### src/rtl/palette_loader.sv
// Palette write-port loader: packs 4-byte {index, Y, Cb, Cr} entries into one 10-bit 4:3:3 palette write.
// Strobe lands the cycle after the Cr byte; byte_ready_out drops in IDLE and for the single WRITE cycle.
module palette_loader #(
  parameter int PALETTE_DEPTH = 16,
  localparam int IW = $clog2(PALETTE_DEPTH)
) (
  input  logic          clock_in,
  input  logic          reset_n_in,
  input  logic          start_in,
  input  logic          end_in,
  input  logic          data_valid_in,
  input  logic [7:0]    data_in,
  output logic          byte_ready_out,
  output logic          assign_color_enable_out,
  output logic [IW-1:0] assign_color_index_out,
  output logic [9:0]    assign_color_value_out,
  output logic [4:0]    entries_written_out,
  output logic          busy_out,
  output logic          partial_entry_error_out,
  output logic          index_error_out
);

  typedef enum logic [2:0] {
    S_IDLE, S_GET_INDEX, S_GET_Y, S_GET_CB, S_GET_CR, S_WRITE
  } state_t;

  localparam logic [8:0] DEPTH_W = 9'(PALETTE_DEPTH);

  state_t          state_q, state_d;
  logic            end_pend_q, end_pend_d;
  logic [7:0]      idx_q, idx_d;
  logic [3:0]      y_q, y_d;
  logic [2:0]      cb_q, cb_d;
  logic            en_q, en_d;
  logic [IW-1:0]   cidx_q, cidx_d;
  logic [9:0]      cval_q, cval_d;
  logic [4:0]      cnt_q, cnt_d;
  logic            busy_q, busy_d;
  logic            perr_q, perr_d;
  logic            ierr_q, ierr_d;
  logic            getting;
  logic            accept;

  assign getting = (state_q == S_GET_INDEX) || (state_q == S_GET_Y) ||
                   (state_q == S_GET_CB)    || (state_q == S_GET_CR);
  assign accept  = getting && data_valid_in;

  always_ff @(posedge clock_in or negedge reset_n_in) begin
    if (!reset_n_in) begin
      state_q    <= S_IDLE;
      end_pend_q <= 1'b0;
      idx_q      <= '0;
      y_q        <= '0;
      cb_q       <= '0;
      en_q       <= 1'b0;
      cidx_q     <= '0;
      cval_q     <= '0;
      cnt_q      <= '0;
      busy_q     <= 1'b0;
      perr_q     <= 1'b0;
      ierr_q     <= 1'b0;
    end else begin
      state_q    <= state_d;
      end_pend_q <= end_pend_d;
      idx_q      <= idx_d;
      y_q        <= y_d;
      cb_q       <= cb_d;
      en_q       <= en_d;
      cidx_q     <= cidx_d;
      cval_q     <= cval_d;
      cnt_q      <= cnt_d;
      busy_q     <= busy_d;
      perr_q     <= perr_d;
      ierr_q     <= ierr_d;
    end
  end

  always_comb begin
    state_d    = state_q;
    end_pend_d = end_pend_q;
    idx_d      = idx_q;
    y_d        = y_q;
    cb_d       = cb_q;
    en_d       = 1'b0;
    cidx_d     = cidx_q;
    cval_d     = cval_q;
    cnt_d      = cnt_q;
    busy_d     = busy_q;
    perr_d     = perr_q;
    ierr_d     = ierr_q;

    case (state_q)
      S_GET_INDEX: if (accept) begin idx_d = data_in;      state_d = S_GET_Y;  end
      S_GET_Y:     if (accept) begin y_d   = data_in[7:4]; state_d = S_GET_CB; end
      S_GET_CB:    if (accept) begin cb_d  = data_in[7:5]; state_d = S_GET_CR; end
      S_GET_CR: begin
        if (accept) begin
          state_d    = S_WRITE;
          end_pend_d = end_in;
          if ({1'b0, idx_q} < DEPTH_W) begin
            en_d   = 1'b1;
            cidx_d = idx_q[IW-1:0];
            cval_d = {y_q, cb_q, data_in[7:5]};
            if (cnt_q != 5'd31) cnt_d = cnt_q + 5'd1;
          end else begin
            ierr_d = 1'b1;
          end
        end
      end
      S_WRITE: begin
        end_pend_d = 1'b0;
        if (end_pend_q || end_in) begin
          state_d = S_IDLE;
          busy_d  = 1'b0;
        end else begin
          state_d = S_GET_INDEX;
        end
      end
      default: ;
    endcase

    // end_in is judged after this cycle's byte: a completed entry is not an error
    if (end_in && getting && !(state_q == S_GET_CR && accept)) begin
      if (state_d != S_GET_INDEX) perr_d = 1'b1;
      state_d = S_IDLE;
      busy_d  = 1'b0;
      idx_d   = '0;
      y_d     = '0;
      cb_d    = '0;
    end

    if (start_in) begin
      state_d    = S_GET_INDEX;
      end_pend_d = 1'b0;
      busy_d     = 1'b1;
      cnt_d      = '0;
      perr_d     = 1'b0;
      ierr_d     = 1'b0;
      en_d       = 1'b0;
      cidx_d     = cidx_q;
      cval_d     = cval_q;
      idx_d      = '0;
      y_d        = '0;
      cb_d       = '0;
    end
  end

  assign byte_ready_out          = getting;
  assign assign_color_enable_out = en_q;
  assign assign_color_index_out  = cidx_q;
  assign assign_color_value_out  = cval_q;
  assign entries_written_out     = cnt_q;
  assign busy_out                = busy_q;
  assign partial_entry_error_out = perr_q;
  assign index_error_out         = ierr_q;

endmodule

### config.mk
export PLATFORM = sky130hd
export DESIGN_NAME = palette_loader
export DESIGN_NICKNAME = d
export VERILOG_FILES = /design/src/rtl/palette_loader.sv
export SDC_FILE = /design/constraint.sdc
export NUM_CORES = 1
export LEC_CHECK = 0
export CAP_MARGIN = 15
export CORE_UTILIZATION = 50
export DETAILED_ROUTE_END_ITERATION = 16
export PLACE_DENSITY = 0.77
export SYNTH_ARGS = -nofsm -noshare
export SYNTH_HDL_FRONTEND = slang
export SYNTH_SLANG_ARGS = --single-unit
### constraint.sdc
create_clock -name clock_in -period 3.55 [get_ports clock_in]
set_clock_uncertainty 0.15 [all_clocks]
set_input_delay 1.065 -clock clock_in [delete_from_list [all_inputs] [get_ports clock_in]]
set_output_delay 1.065 -clock clock_in [all_outputs]
set_load 0.02 [all_outputs]
# Word-level counts from Yosys, hierarchy flattened
# Index checks and enable logic that the tools add are counted.
totals:
  register_bits: 42
  inputBits: 13
  out_inout_bits: 24
  wordCells: 98
op_classes:
  n_addsub: 1
  n_lt_le_gt_ge: 1
  eq_ne: 9
  muxes: 43
  n_bitwise: 1
  reduce_logical: 31
ops:
  columns: ["operator", "count"]
  rows:
  - ["$mux 8", 4]
  - ["$mux 3", 10]
  - ["$mux 5", 5]
  - ["$reduce_bool 3->1", 7]
  - ["$mux 1", 18]
  - ["$mux 4", 4]
  - ["$pmux 3 s5", 1]
  - ["$reduce_and 2->1", 6]
  - ["$reduce_bool 2->1", 6]
  - ["$lt 8x5->1 const B", 1]
  - ["$reduce_and 4->1", 2]
  - ["$eq 3x2->1 const B", 2]
  - ["$eq 3x3->1 const B", 2]
  - ["$add 5x1->5 const B", 1]
  - ["$ne 5x5->1 const B", 1]
  - ["$logic_and 1x1->1", 4]
  - ["$logic_or 1x1->1", 4]
  - ["$eq 3x1->1 const B", 1]
  - ["$ne 3x1->1 const B", 1]
  - ["$ne 3x3->1 const B", 1]
  - ["$reduce_and 3->1", 1]
  - ["$ne 2x2->1 const B", 1]
  - ["$pmux 1 s2", 1]
  - ["$logic_not 1->1", 1]
  - ["$not 1->1", 1]

# Longest topological paths before layout
# Gate-level depths: netlist of the first run.
logic_depth:
  word_depth: 11
  mapped_depth: 6
  depth_no_buf: 6

# Worst setup path after synthesis of the first run
# OpenSTA, ideal clock, no wires.
synth_timing:
  kind: "in2reg"
  from: "input data_valid_in"
  to: "register cb_q[1]"
  arrival_ns: 2.252
  setup_slack_ns: 1.012
  stages: 4
  n_path_buf: 1
  path_cell_list: "or4b_2 > a21boi_2 > buf_2 > nor3_1"
synth_via:
  elab_chain_cells: 6
  word_cells_on_any_way: 9
synth_rtl:
  columns: ["element", "line_no", "source"]
  rows:
  - ["start: declaration", "11", "input logic data_valid_in,"]
  - ["$logic_and 1x1->1 *", "46", "assign accept = getting && data_valid_in;"]
  - ["$logic_and 1x1->1", "123", "if (end_in && getting && !(state_q == S_GET_CR && accept)) begin"]
  - ["$logic_not 1->1", "123", null]
  - ["$logic_and 1x1->1", "123", null]
  - ["$reduce_bool 3->1 (no source line) or $mux 3 (tied branches)", null, null]
  - ["$reduce_and 2->1 (no source line) or $mux 3 (tied branches)", null, null]
  - ["end signal: assignment", "54", "cb_q <= '0;"]
  - ["end signal: assignment", "67", "cb_q <= cb_d;"]
  - ["end: declaration", "33", "logic [2:0] cb_q, cb_d;"]
# Mark *: on every way between the ends. The rest lies on a longest branch, timed or not.
# A chain may end at the register's enable or synchronous reset.

# Worst setup path after layout of the first run
layout_timing:
  from: "register state_q[1]"
  to: "output byte_ready_out"
layout_via:
  elab_chain_cells: 4
  word_cells_on_any_way: 7
layout_rtl:
  columns: ["element", "line_no", "source"]
  rows:
  - ["start: declaration", "29", "state_t state_q, state_d;"]
  - ["start signal: assignment", "63", "state_q <= state_d;"]
  - ["$eq 3x1->1 or $eq 3x2->1 (tied branches)", "44", "assign getting = (state_q == S_GET_INDEX) || (state_q == S_GET_Y) ||"]
  - ["$logic_or 1x1->1 (2 in a row)", "44", null]
  - ["$logic_or 1x1->1 *", "45", "(state_q == S_GET_CB) || (state_q == S_GET_CR);"]
  - ["end: declaration", "13", "output logic byte_ready_out,"]
# Marked as above.

==> results by group, run 1 <==
GRT
  – Initial antenna violation count: 0
  – First-pass GRT wire length: 6.35 mm
  – Total GRT Usage: 19.9%
  – Vias in the first global route: 1,343
  – Grt ovf: 0
  – Largest net degree at the start of global routing: 43

Place
  – Placed insts: 242
  – Post-DP HPWL: 2.58 mm
  – Input/output buffers: 36
  – Placer Congestion: 0.773

Critical path
  – Critical path arrival: 1830 ps
  – CP Max Fanout: 14
  – Reg2reg end: assign_color_index_out[0]
  – Worst Reg-to-Reg Cells: 4
  – CP startpoint kind: register
  – R2R Path Start: state_q[2]
  – CP startpoint: state_q[1]
  – Req. time, crit path: 2330 ps
  – Kind of critical path: reg -> out
  – Flop2flop setup slack: 1440 ps
  – CP Capture Type: output pin

Run
  – Max Cap Viol: 0

Clock tree
  – Post-CTS Setup Inserts: 0
  – CTS Sinks: 42
  – Clock Pin Slew Worst Setup and Hold Paths: 80 ps
  – CTS H-tree lvls: 2
  – CTS tree: built
  – Cts bufs inserted: 5
  – Clock buffer depth: 2
  – Post-CTS Hold Fix Bufs: 0
  – Post_cts resized: 0
  – Clock latency on the worst-skew pair: 300 ps
  – Root Driver: clkbuf_8

Floorplanning
  – Cell Rows: 22
  – Die area: 4290 µm²
  – Initial Util: 53.5%
  – IO Pins: 37
  – Die width: 65.5 µm
  – Die H: 65.5 µm
  – Core Box Area: 3770 µm²

Timing
  – Least-Margin Pin Slew: 919 ps
  – Min Hold Slack: 359 ps
  – RSZ-0062 raised after global routing: false
  – Setup Viol. Count Final: 0
  – Slew Limit Headroom: 38.7%
  – Fmax: 328 MHz
  – Final Max Tran Viols: 0
  – Final hold violation count: 0
  – Setup TNS: 0 ps
  – Fin crit period: 3040 ps
  – Period utilization: 85.8%

Yosys
  – Synth top area cells: dfrtp_1 52%, mux2i_1 8.4%, mux2_4 6.7%
  – #FFs+latches synth: 42
  – Mapped cell area: 2020 µm²
  – Synth unique cells: 41
  – Ys async rst share: 100%
  – Largest area contributor in the netlist: dfrtp_1
  – Top cell type's share of synthesized area: 52.1%
  – Synth Instances: 164
  – Post-synth top flop: dfrtp_1
  – Avg Cell Area, Syn: 12.3 µm²
  – Mapped Nets: 179
  – Sequential fraction of the synthesis area: 52.1%
  – Number of synthesized flops with an enable pin: 0
  – Syn. warnings: 0

Hold path
  – Hold WC Path Type: reg -> reg
  – WHS Path Cells: 1
  – Hold EP: assign_color_value_out[3]
  – Hold path startpoint: cb_q[0]

Cells and area
  – Most common cell after layout, fill and taps aside: dfrtp_1
  – Fin util: 66.4%
  – Ant. Diodes: 0
  – Fillcell total: 274
  – Total Nets Final: 216
  – Non-filler instance count after layout: 250
  – Area occupied by multi-input gates: 890 µm²
  – Area grow syn2layout: 24.2%
  – Commonest non-fill, non-tap cells in the layout: 42 x dfrtp_1, 35 x clkdlybuf4s50_1, 17 x mux2i_1
  – Register area: 1050 µm²
  – Share of layout cells above drive strength 1: 19.3%

Pwr
  – Pwr/cell area: 385 nW/µm²
  – Pwr Total: 0.000965 W
  – Leak: 1.09 nW
  – Worst VDD drop: 216 µV

Detailed routing
  – Final WL: 3.79 mm
  – Vias: 1,383
  – Final ANT Viol Nets: 0
  – Vias/cell: 5.53
  – Residual DRC: 0
  – Wire per inst: 15.1 µm
  – Drt first-iter violations: 62
  – First-pass DRT Iterations: 4

Run status
  – Outcome: finished clean
worst max path at each step:
stage	slack (ps)	endpoint
final	510	byte_ready_out
after global routing	380	byte_ready_out
after CTS	500	byte_ready_out
after detailed placement	390	state_q[2]
after global placement	430	state_q[2]
after floorplan	1010	cb_q[1]
stage by stage:
stage          area, µm²  setup WS, ps
6_report            2500           505
5_1_grt             2500           378
4_1_cts             2500           496
3_5_place_dp        2410           393
3_3_place_gp        2410           434
2_1_floorplan       2020          1010
critical path, stage by stage (launching register included):
cell and delay [ps]:
dfrtp_1 540, nor2_1 240, xnor2_1 140, clkdlybuf4s50_1 620
power by group:
group / switching, W / leakage, nW / total (W) / internal, W
logic: 0.0000687 / 0.474 / 0.000138 / 0.0000689
clock network: 0.000176 / 0.0408 / 0.000316 / 0.000141
registers: 0.0000167 / 0.576 / 0.000511 / 0.000494
cells in the mapped netlist (4+ instances only):
master,number
mux2_2,7
a21oi_1,4
nand2_1,5
nand4b_1,4
mux2_4,9
mux2i_1,17
dfrtp_1,42
clkbuf_1,7
nor2b_1,9
nor3_1,16
final cells by class:
class	count	area share, %
Sequential cell	42	42.0
Multi-Input combinational cell	107	35.5
Timing Repair Buffer	42	16.0
Inverter	3	0.450
Clock inverter	3	0.949
Clock buffer	5	2.75
Tap cell	48	2.40
routing by layer:
layer	GRT usage [%]	wire [µm]	up-vias
met3	5.38	135	6
met4	8.70	67	0
met2	30.5	1810	29
met1	26.4	1780	690
li1	-	-	658
met5	0	0	-
flip-flops by register name (all words and copies together) (netlist names), 3 cells and up:
| register | cells |
|---|---|
| cb_q | 3 |
| state_q | 3 |
| assign_color_value_out | 10 |
| assign_color_index_out | 4 |
| idx_q | 8 |
| y_q | 4 |
| entries_written_out | 5 |
kinds of logic after synthesis:
kind of cell    Yosys count  synth area share (%)
fa+ha+maj                 2                  1.24
flops                    42                  52.1
mux                      33                  19.0
compound gates           16                  5.58
simple gates             54                  17.1
xor+xnor                  2                 0.869
buf+inv                  15                  4.09
No activity file was read; power rests on OpenSTA's default activity.
==> run 2: changes to the inputs <==
Settings changed: CORE_UTILIZATION 50 to 29, PLACE_DENSITY 0.77 to default.
==> run 2 against run 1 <==
Net effect:
- die area is 70% higher
- critical endpoint unchanged
- largest cell class unchanged
- critical path type unchanged
- final cell count is 13% higher
- non-clock buffer count is the same
- power is 6.2% higher
==> results by group, run 2 (same netlist as run 1, synthesis figures left out) <==
Run status
  – Outcome: finished clean

Critical path
  – CP Capture Type: output pin
  – Reg2reg end: assign_color_index_out[0]
  – CP Max Fanout: 14
  – Flop2flop setup slack: 1410 ps
  – Worst Reg-to-Reg Cells: 4
  – Req. time, crit path: 2330 ps
  – R2R Path Start: state_q[0]
  – Kind of critical path: reg -> out
  – CP startpoint kind: register
  – Critical path arrival: 1800 ps

Hold path
  – WHS Path Cells: 1
  – Hold EP: index_error_out
  – Hold path startpoint: index_error_out
  – Hold WC Path Type: reg -> reg

Clock tree
  – CTS Sinks: 42
  – Clock buffer depth: 2
  – Clock latency on the worst-skew pair: 290 ps
  – Post_cts resized: 0
  – Post-CTS Hold Fix Bufs: 0
  – CTS H-tree lvls: 2
  – Cts bufs inserted: 5
  – Clock Pin Slew Worst Setup and Hold Paths: 80 ps
  – Root Driver: clkbuf_8
  – CTS tree: built
  – Post-CTS Setup Inserts: 0

GRT
  – First-pass GRT wire length: 6.42 mm
  – Vias in the first global route: 1,341
  – Largest net degree at the start of global routing: 43
  – Total GRT Usage: 11.3%
  – Grt ovf: 0
  – Initial antenna violation count: 0

Cells and area
  – Fillcell total: 681
  – Post-route cell area: 2560 µm²
  – Commonest non-fill, non-tap cells in the layout: 42 x dfrtp_1, 35 x clkdlybuf4s50_1, 17 x mux2i_1
  – Most common cell after layout, fill and taps aside: dfrtp_1
  – Share of layout cells above drive strength 1: 18.8%
  – Ant. Diodes: 0
  – Total Nets Final: 216
  – Area grow syn2layout: 27.0%
  – Register area: 1050 µm²
  – Non-filler instance count after layout: 282
  – Max reg flops: 10
  – Area occupied by multi-input gates: 890 µm²

Pwr
  – Worst VDD drop: 154 µV
  – Leak: 1.10 nW
  – Pwr/cell area: 400 nW/µm²

Timing
  – Setup TNS: 0 ps
  – Final Max Tran Viols: 0
  – Fmax: 331 MHz
  – Period utilization: 85.0%
  – RSZ-0062 raised after global routing: false
  – Setup Viol. Count Final: 0
  – Slew Limit Headroom: 37.6%
  – Fin crit period: 3020 ps
  – Final setup margin: 532 ps
  – Final hold violation count: 0
  – Least-Margin Pin Slew: 936 ps

Place
  – Area after DPL: 2450 µm²
  – Input/output buffers: 36
  – Placer Congestion: 0.708
  – Placed insts: 274
  – Post-DP HPWL: 2.64 mm
  – Place WS: 448 ps

Floorplanning
  – Core Box Area: 6760 µm²
  – Die H: 85.4 µm
  – IO Pins: 37
  – Cell Rows: 30
  – Initial Util: 29.9%
  – Die area: 7290 µm²
  – Die width: 85.4 µm

Detailed routing
  – Residual DRC: 0
  – First-pass DRT Iterations: 4
  – Vias: 1,357
  – Drt first-iter violations: 94
  – Vias/cell: 4.81
  – Final ANT Viol Nets: 0
  – Wire per inst: 14.1 µm
  – Final WL: 3.98 mm

Run
  – Max Cap Viol: 0
run 2: area by class of cell:
| class | instances | area share, % |
|---|---|---|
| repair buffers | 42 | 15.6 |
| multi-input cells | 107 | 34.7 |
| flip-flops and latches | 42 | 41.0 |
| clock inverters | 2 | 1.46 |
| inverters | 3 | 0.439 |
| clock buffers | 6 | 2.83 |
| well taps | 80 | 3.91 |
run 2: worst max path at each step:
stage / start / to / slack (ps) / cells after the start
floorplan: data_valid_in / cb_q[1] / 1010 / 4
global placement: data_valid_in / assign_color_value_out[8] / 490 / 5
detailed placement: data_valid_in / assign_color_index_out[0] / 450 / 5
CTS: state_q[1] / byte_ready_out / 510 / 3
global route: state_q[1] / byte_ready_out / 460 / 3
finish: state_q[1] / byte_ready_out / 530 / 3
run 2: critical path, stage by stage (launching register included):
cell,delay [ps]
dfrtp_1,530
nor2_1,220
xnor2_1,140
clkdlybuf4s50_1,620
run 2: stage by stage:
| stage | utilization (%) | power [W] | hold slack, ps |
|---|---|---|---|
| after floorplan | - | 0.000601 | 329 |
| after global placement | 36.3 | 0.000660 | 336 |
| after detailed placement | 36.3 | 0.000661 | 341 |
| after CTS | 37.9 | 0.00104 | 360 |
| after global routing | 37.9 | 0.00107 | 373 |
| final | 37.9 | 0.00102 | 349 |
run 2: report_power, final:
part / switching (W) / total [W] / internal (W)
sequential: 0.0000164 / 0.000510 / 0.000494
clock: 0.000165 / 0.000375 / 0.000210
combinational: 0.0000700 / 0.000139 / 0.0000689
run 2: per-layer routing:
layer | wire length (µm) | GRT usage (%) | vias to the layer above
li1 | - | - | 659
met2 | 1820 | 17.7 | 27
met5 | 0 | 0 | -
met1 | 1940 | 15.1 | 666
met3 | 163 | 3.40 | 5
met4 | 47 | 3.64 | 0
==> run 3: changes to the inputs <==
Settings changed: CORE_ASPECT_RATIO from default to 0.7.
==> run 3 against run 2 <==
Net effect:
- global-route usage up 1.3 points
- largest power group unchanged
- first-iteration DRC count is 62% lower
- sequential power barely moved
==> results by group, run 3 (same netlist as run 1, synthesis figures left out) <==
Clock tree
  – CTS H-tree lvls: 2
  – Post-CTS Hold Fix Bufs: 0
  – Post-CTS Setup Inserts: 0
  – Cts bufs inserted: 5
  – Clock Pin Slew Worst Setup and Hold Paths: 90 ps
  – Clock buffer depth: 2
  – CTS tree: built
  – Clock latency on the worst-skew pair: 300 ps
  – CTS Sinks: 42
  – Post_cts resized: 0
  – Root Driver: clkbuf_8

Detailed routing
  – Final ANT Viol Nets: 0
  – First-pass DRT Iterations: 4
  – Vias/cell: 4.53
  – Wire per inst: 13.5 µm
  – Vias: 1,345
  – Residual DRC: 0
  – Final WL: 4.01 mm
  – Drt first-iter violations: 36

GRT
  – First-pass GRT wire length: 7.06 mm
  – Grt ovf: 0
  – Initial antenna violation count: 0
  – Largest net degree at the start of global routing: 43
  – Total GRT Usage: 12.6%
  – Vias in the first global route: 1,360

Place
  – Input/output buffers: 36
  – Placer Congestion: 0.766
  – Placed insts: 289
  – Post-DP HPWL: 2.75 mm

Cells and area
  – Non-filler instance count after layout: 297
  – Fin util: 38.4%
  – Ant. Diodes: 0
  – Most common cell after layout, fill and taps aside: dfrtp_1
  – Total Nets Final: 217
  – Share of layout cells above drive strength 1: 19.7%
  – Commonest non-fill, non-tap cells in the layout: 42 x dfrtp_1, 35 x clkdlybuf4s50_1, 17 x mux2i_1
  – Max reg flops: 10
  – Area grow syn2layout: 28.0%

Timing
  – Final hold violation count: 0
  – Setup TNS: 0 ps
  – Slew Limit Headroom: 36.6%
  – Period utilization: 85.1%
  – Min Hold Slack: 353 ps
  – Final Max Tran Viols: 0
  – Fmax: 331 MHz
  – Setup Viol. Count Final: 0
  – RSZ-0062 raised after global routing: false
  – Least-Margin Pin Slew: 951 ps
  – Fin crit period: 3020 ps

Hold path
  – Hold WC Path Type: reg -> reg

Run status
  – Outcome: finished clean

Pwr
  – Worst VDD drop: 162 µV
  – Psw: 0.000263 W
  – Cell Int Power: 0.000705 W
  – Clk pwr share: 32.7%
  – Reg power frac: 52.4%
  – Pwr/cell area: 375 nW/µm²
  – Leak: 1.10 nW
  – Sw frac: 27.2%
  – Logic pwr share: 14.9%

Critical path
  – Req. time, crit path: 2330 ps
  – Kind of critical path: reg -> out
  – CP Max Fanout: 15
  – CP startpoint kind: register
  – Critical path arrival: 1810 ps
  – CP Capture Type: output pin

Floorplanning
  – IO Pins: 37
  – Initial Util: 30.0%
  – Die width: 102 µm
  – Die area: 7300 µm²
  – Die H: 71.8 µm
  – Cell Rows: 25
  – Core Box Area: 6730 µm²

Run
  – Max Cap Viol: 0
[run 3: cell count changes in the layout (fill, tap and decap cells not counted), sizes merged]
cell	delta
buf	+1
bufinv	-1
clkbuf	-1
clkinvlp	+1
inv	+1
[run 3: layout make-up]
class,count,area (µm²)
fill,655,4140
inverter,3,11.3
multi-input combinational,107,890
clock inverter,3,23.8
tap,94,118
clock buffer,5,68.8
sequential,42,1050
timing repair buffer,43,420
[run 3: worst paths after layout]
| check | depth (start not counted) | slack, ps | startpoint | to |
|---|---|---|---|---|
| max in group asynchronous | 1 | 1890 | reset_n_in | busy_out |
| max reg2reg | 4 | 1490 | state_q[2] | assign_color_index_out[1] |
| min in group asynchronous | 1 | 760 | reset_n_in | assign_color_value_out[9] |
| min | 1 | 350 | y_q[2] | assign_color_value_out[8] |
| min reg2reg | 1 | 350 | y_q[2] | assign_color_value_out[8] |
| max | 3 | 530 | state_q[0] | byte_ready_out |
[run 3: power by group through the flow]
stage               sequential [W]  combinational (W)  clock, W
floorplan                 0.000523          0.0000774         0
global placement          0.000517           0.000145         0
detailed placement        0.000517           0.000146         0
CTS                       0.000508           0.000146  0.000328
global route              0.000510           0.000158  0.000352
finish                    0.000508           0.000144  0.000317
[run 3: critical path, stage by stage (launching register included)]
cell and delay, ps:
dfrtp_1 530, nor2_1 210, xnor2_1 150, clkdlybuf4s50_1 630
[run 3: per-stage QoR]
step	total power (W)	instance area, µm²	worst slack (ps)
floorplan	0.000601	2020	1010
global placement	0.000662	2490	503
detailed placement	0.000663	2490	452
CTS	0.000982	2580	502
global route	0.00102	2580	412
finish	0.000968	2580	529
[run 3: per-layer routing]
layer / share of wire [%] / track usage [%] / vias to the layer above / routed length (µm)
li1: - / - / 663 / -
met1: 54 / 19.6 / 656 / 2150
met2: 41 / 16.7 / 21 / 1660
met3: 4.4 / 3.90 / 5 / 177
met4: 0.62 / 2.90 / 0 / 25
met5: 0 / 0 / - / 0
==> variant, RTL diff (flow settings as in run 2) <==
The 6 states of `state_t` get a one-hot encoding in 6 bits.
--- a/src/rtl/palette_loader.sv
+++ b/src/rtl/palette_loader.sv
@@ -20,8 +20,8 @@
   output logic          index_error_out
 );
 
-  typedef enum logic [2:0] {
-    S_IDLE, S_GET_INDEX, S_GET_Y, S_GET_CB, S_GET_CR, S_WRITE
+  typedef enum logic [5:0] {
+    S_IDLE = 6'b000001, S_GET_INDEX = 6'b000010, S_GET_Y = 6'b000100, S_GET_CB = 6'b001000, S_GET_CR = 6'b010000, S_WRITE = 6'b100000
   } state_t;
 
   localparam logic [8:0] DEPTH_W = 9'(PALETTE_DEPTH);
Function: same outputs for any inputs over 10 cycles, from zero or initial values and one cycle with reset_n_in low; not proved beyond that.
==> variant against run 2 <==
Setup slack got worse by 0.35 ns; area after synthesis rose by 4.2%; routed wire length rose by 9.1%; worst hold slack got worse by 0.012 ns; sequential power rose by 15%; synthesized cell count rose by 10%; register-to-register slack got worse by 0.26 ns; global-route usage rose by 1.7 points; critical path depth rose by 1; power rose by 21%; cell area rose by 3.4%; sequential cell count rose by 3; fmax fell by 10%; core utilization rose by 0.44 points; largest cell class unchanged.
==> variant: results (changes against run 2) <==
* Final WL at 4340 um (+9.1%)
* Cell variety after synth at 39 (-4.9%)
* Commonest cells post-synth: dfrtp_1 (44), nor2_1 (21), a21oi_1 (14)
* Max VDD drop at 0.000161 V (+4.1%)
* DP Area at 2540 sq um (+3.5%)
* Routability cong. at 0.797 (+13%)
* Syn_area_per_cell at 11.6 sq um (-5.6%)
* Gr usage total at 13.0% (+1.7 points)
* CP Max Fanout at 10 (-4)
* HP Class: flip-flop to flip-flop
* R2r setup slk at 1.15 ns (-0.26 ns)
* Worst skew pair latency at 0.30 ns
* DR iter-0 viols at 80 (-15%)
* Final #Nets at 232 (+7.4%)
* Critical Path AT at 2.16 ns (+0.36 ns)
* Max reg flops at 10 (unchanged)
* Initial antenna violation count at 0 (unchanged)
* Register area share after synthesis at 53.7% (+1.6 points)
* Ant diodes at 0 (unchanged)
* Final hold violation count at 0 (unchanged)
* Post-synth ARST share at 100% (unchanged)
* Drt pass-1 iters at 4 (unchanged)
* Worst-Margin Slew at 1.01 ns (+0.0735 ns)
* Largest net degree at the start of global routing at 46 (+7.0%)
* Via count at 1472 (+8.5%)
* Status: finished clean
* CTS clk-pin slew, worst paths at around 0.09 ns
* Pre-CTS setup slack at 0.163 ns (-0.285 ns)
* Fmax at 297 MHz (-10%)
* Area contributors post-synth: dfrtp_1 (52%), mux2_4 (6.4%), mux2i_1 (5.2%)
* Leak pwr at 0.00118 uW (+6.9%)
* Clock root cell: clkbuf_8
* Port Buf Inserts at 36 (unchanged)
* Post-Layout Cell Count at 314 (+11%)
* CTS Buf Count at 5 (unchanged)
* Post-CTS Setup Bufs at 0 (unchanged)
* CTS Buffer Depth at 2 (unchanged)
* H-tree levels at 2 (unchanged)
* Syn_nets at 196 (+9.5%)
* Hold WS at 0.338 ns (-0.0118 ns)
* Detailed-placement wirelength estimate at 2990 um (+13%)
* Synth warn at 0 (unchanged)
* CTS resizes at 0 (unchanged)
* First-pass GRT wire length at 7510 um (+17%)
* Layout cells sized above 1 at 15.6% (-3.2 points)
* # fillers at 709 (+4.1%)
[variant: where the power goes]
group | internal, uW | total, uW | leakage [uW] | switching, uW
sequential | 544 | 584 | 0.000612 | 40.4
combinational | 104 | 265 | 0.000509 | 160
clock | 211 | 386 | 0.0000554 | 175
[variant: path summary, 6_finish.rpt]
check / cells past startpoint / from / to
max: 4 / state_q[3] / byte_ready_out
min: 1 / busy_out / busy_out
max reg2reg: 6 / state_q[1] / idx_q[7]
min reg2reg: 1 / busy_out / busy_out
max in group asynchronous: 1 / reset_n_in / assign_color_enable_out
min in group asynchronous: 1 / reset_n_in / state_q[5]
[variant: cells by family (layout without fill, tap and decap cells)]
family / count (synthesis) / after routing / share of synthesized area [%]
compound gates: 25 / 25 / 7.21
xor+xnor: 4 / 4 / 1.67
fa+ha+maj: 2 / 2 / 1.19
buf+inv: 13 / 50 / 4.17
flops: 45 / 45 / 53.7
mux: 26 / 26 / 14.9
simple gates: 66 / 66 / 17.2
[variant: layout make-up]
| class | instances | area (sq um) | share of cell area, % |
|---|---|---|---|
| sequential | 45 | 1130 | 42.5 |
| multi-input combinational | 123 | 886 | 33.4 |
| timing repair buffer | 40 | 398 | 15.0 |
| tap | 96 | 120 | 4.53 |
| clock buffer | 6 | 72.6 | 2.74 |
| clock inverter | 2 | 38.8 | 1.46 |
| inverter | 2 | 7.51 | 0.283 |
[variant: metrics by stage]
step                util [%]  total power (uW)
global route            38.4              1310
floorplan                  -               774
global placement        36.8               859
CTS                     38.4              1260
finish                  38.4              1240
detailed placement      36.8               861
[variant: layer usage]
layer  vias to the layer above  share of wire (%)  track usage [%]
li1                        712                  -                -
met4                         0                1.4             4.92
met3                         7                4.2             3.51
met1                       726                 51             19.0
met5                         -                  0                0
met2                        27                 43             18.4
[variant: worst max-delay path, stage by stage, from the launching register on]
cell and delay (ns):
dfrtp_1 0.48, nor2b_1 0.19, a221oi_1 0.50, nor3_1 0.12, clkdlybuf4s50_1 0.56
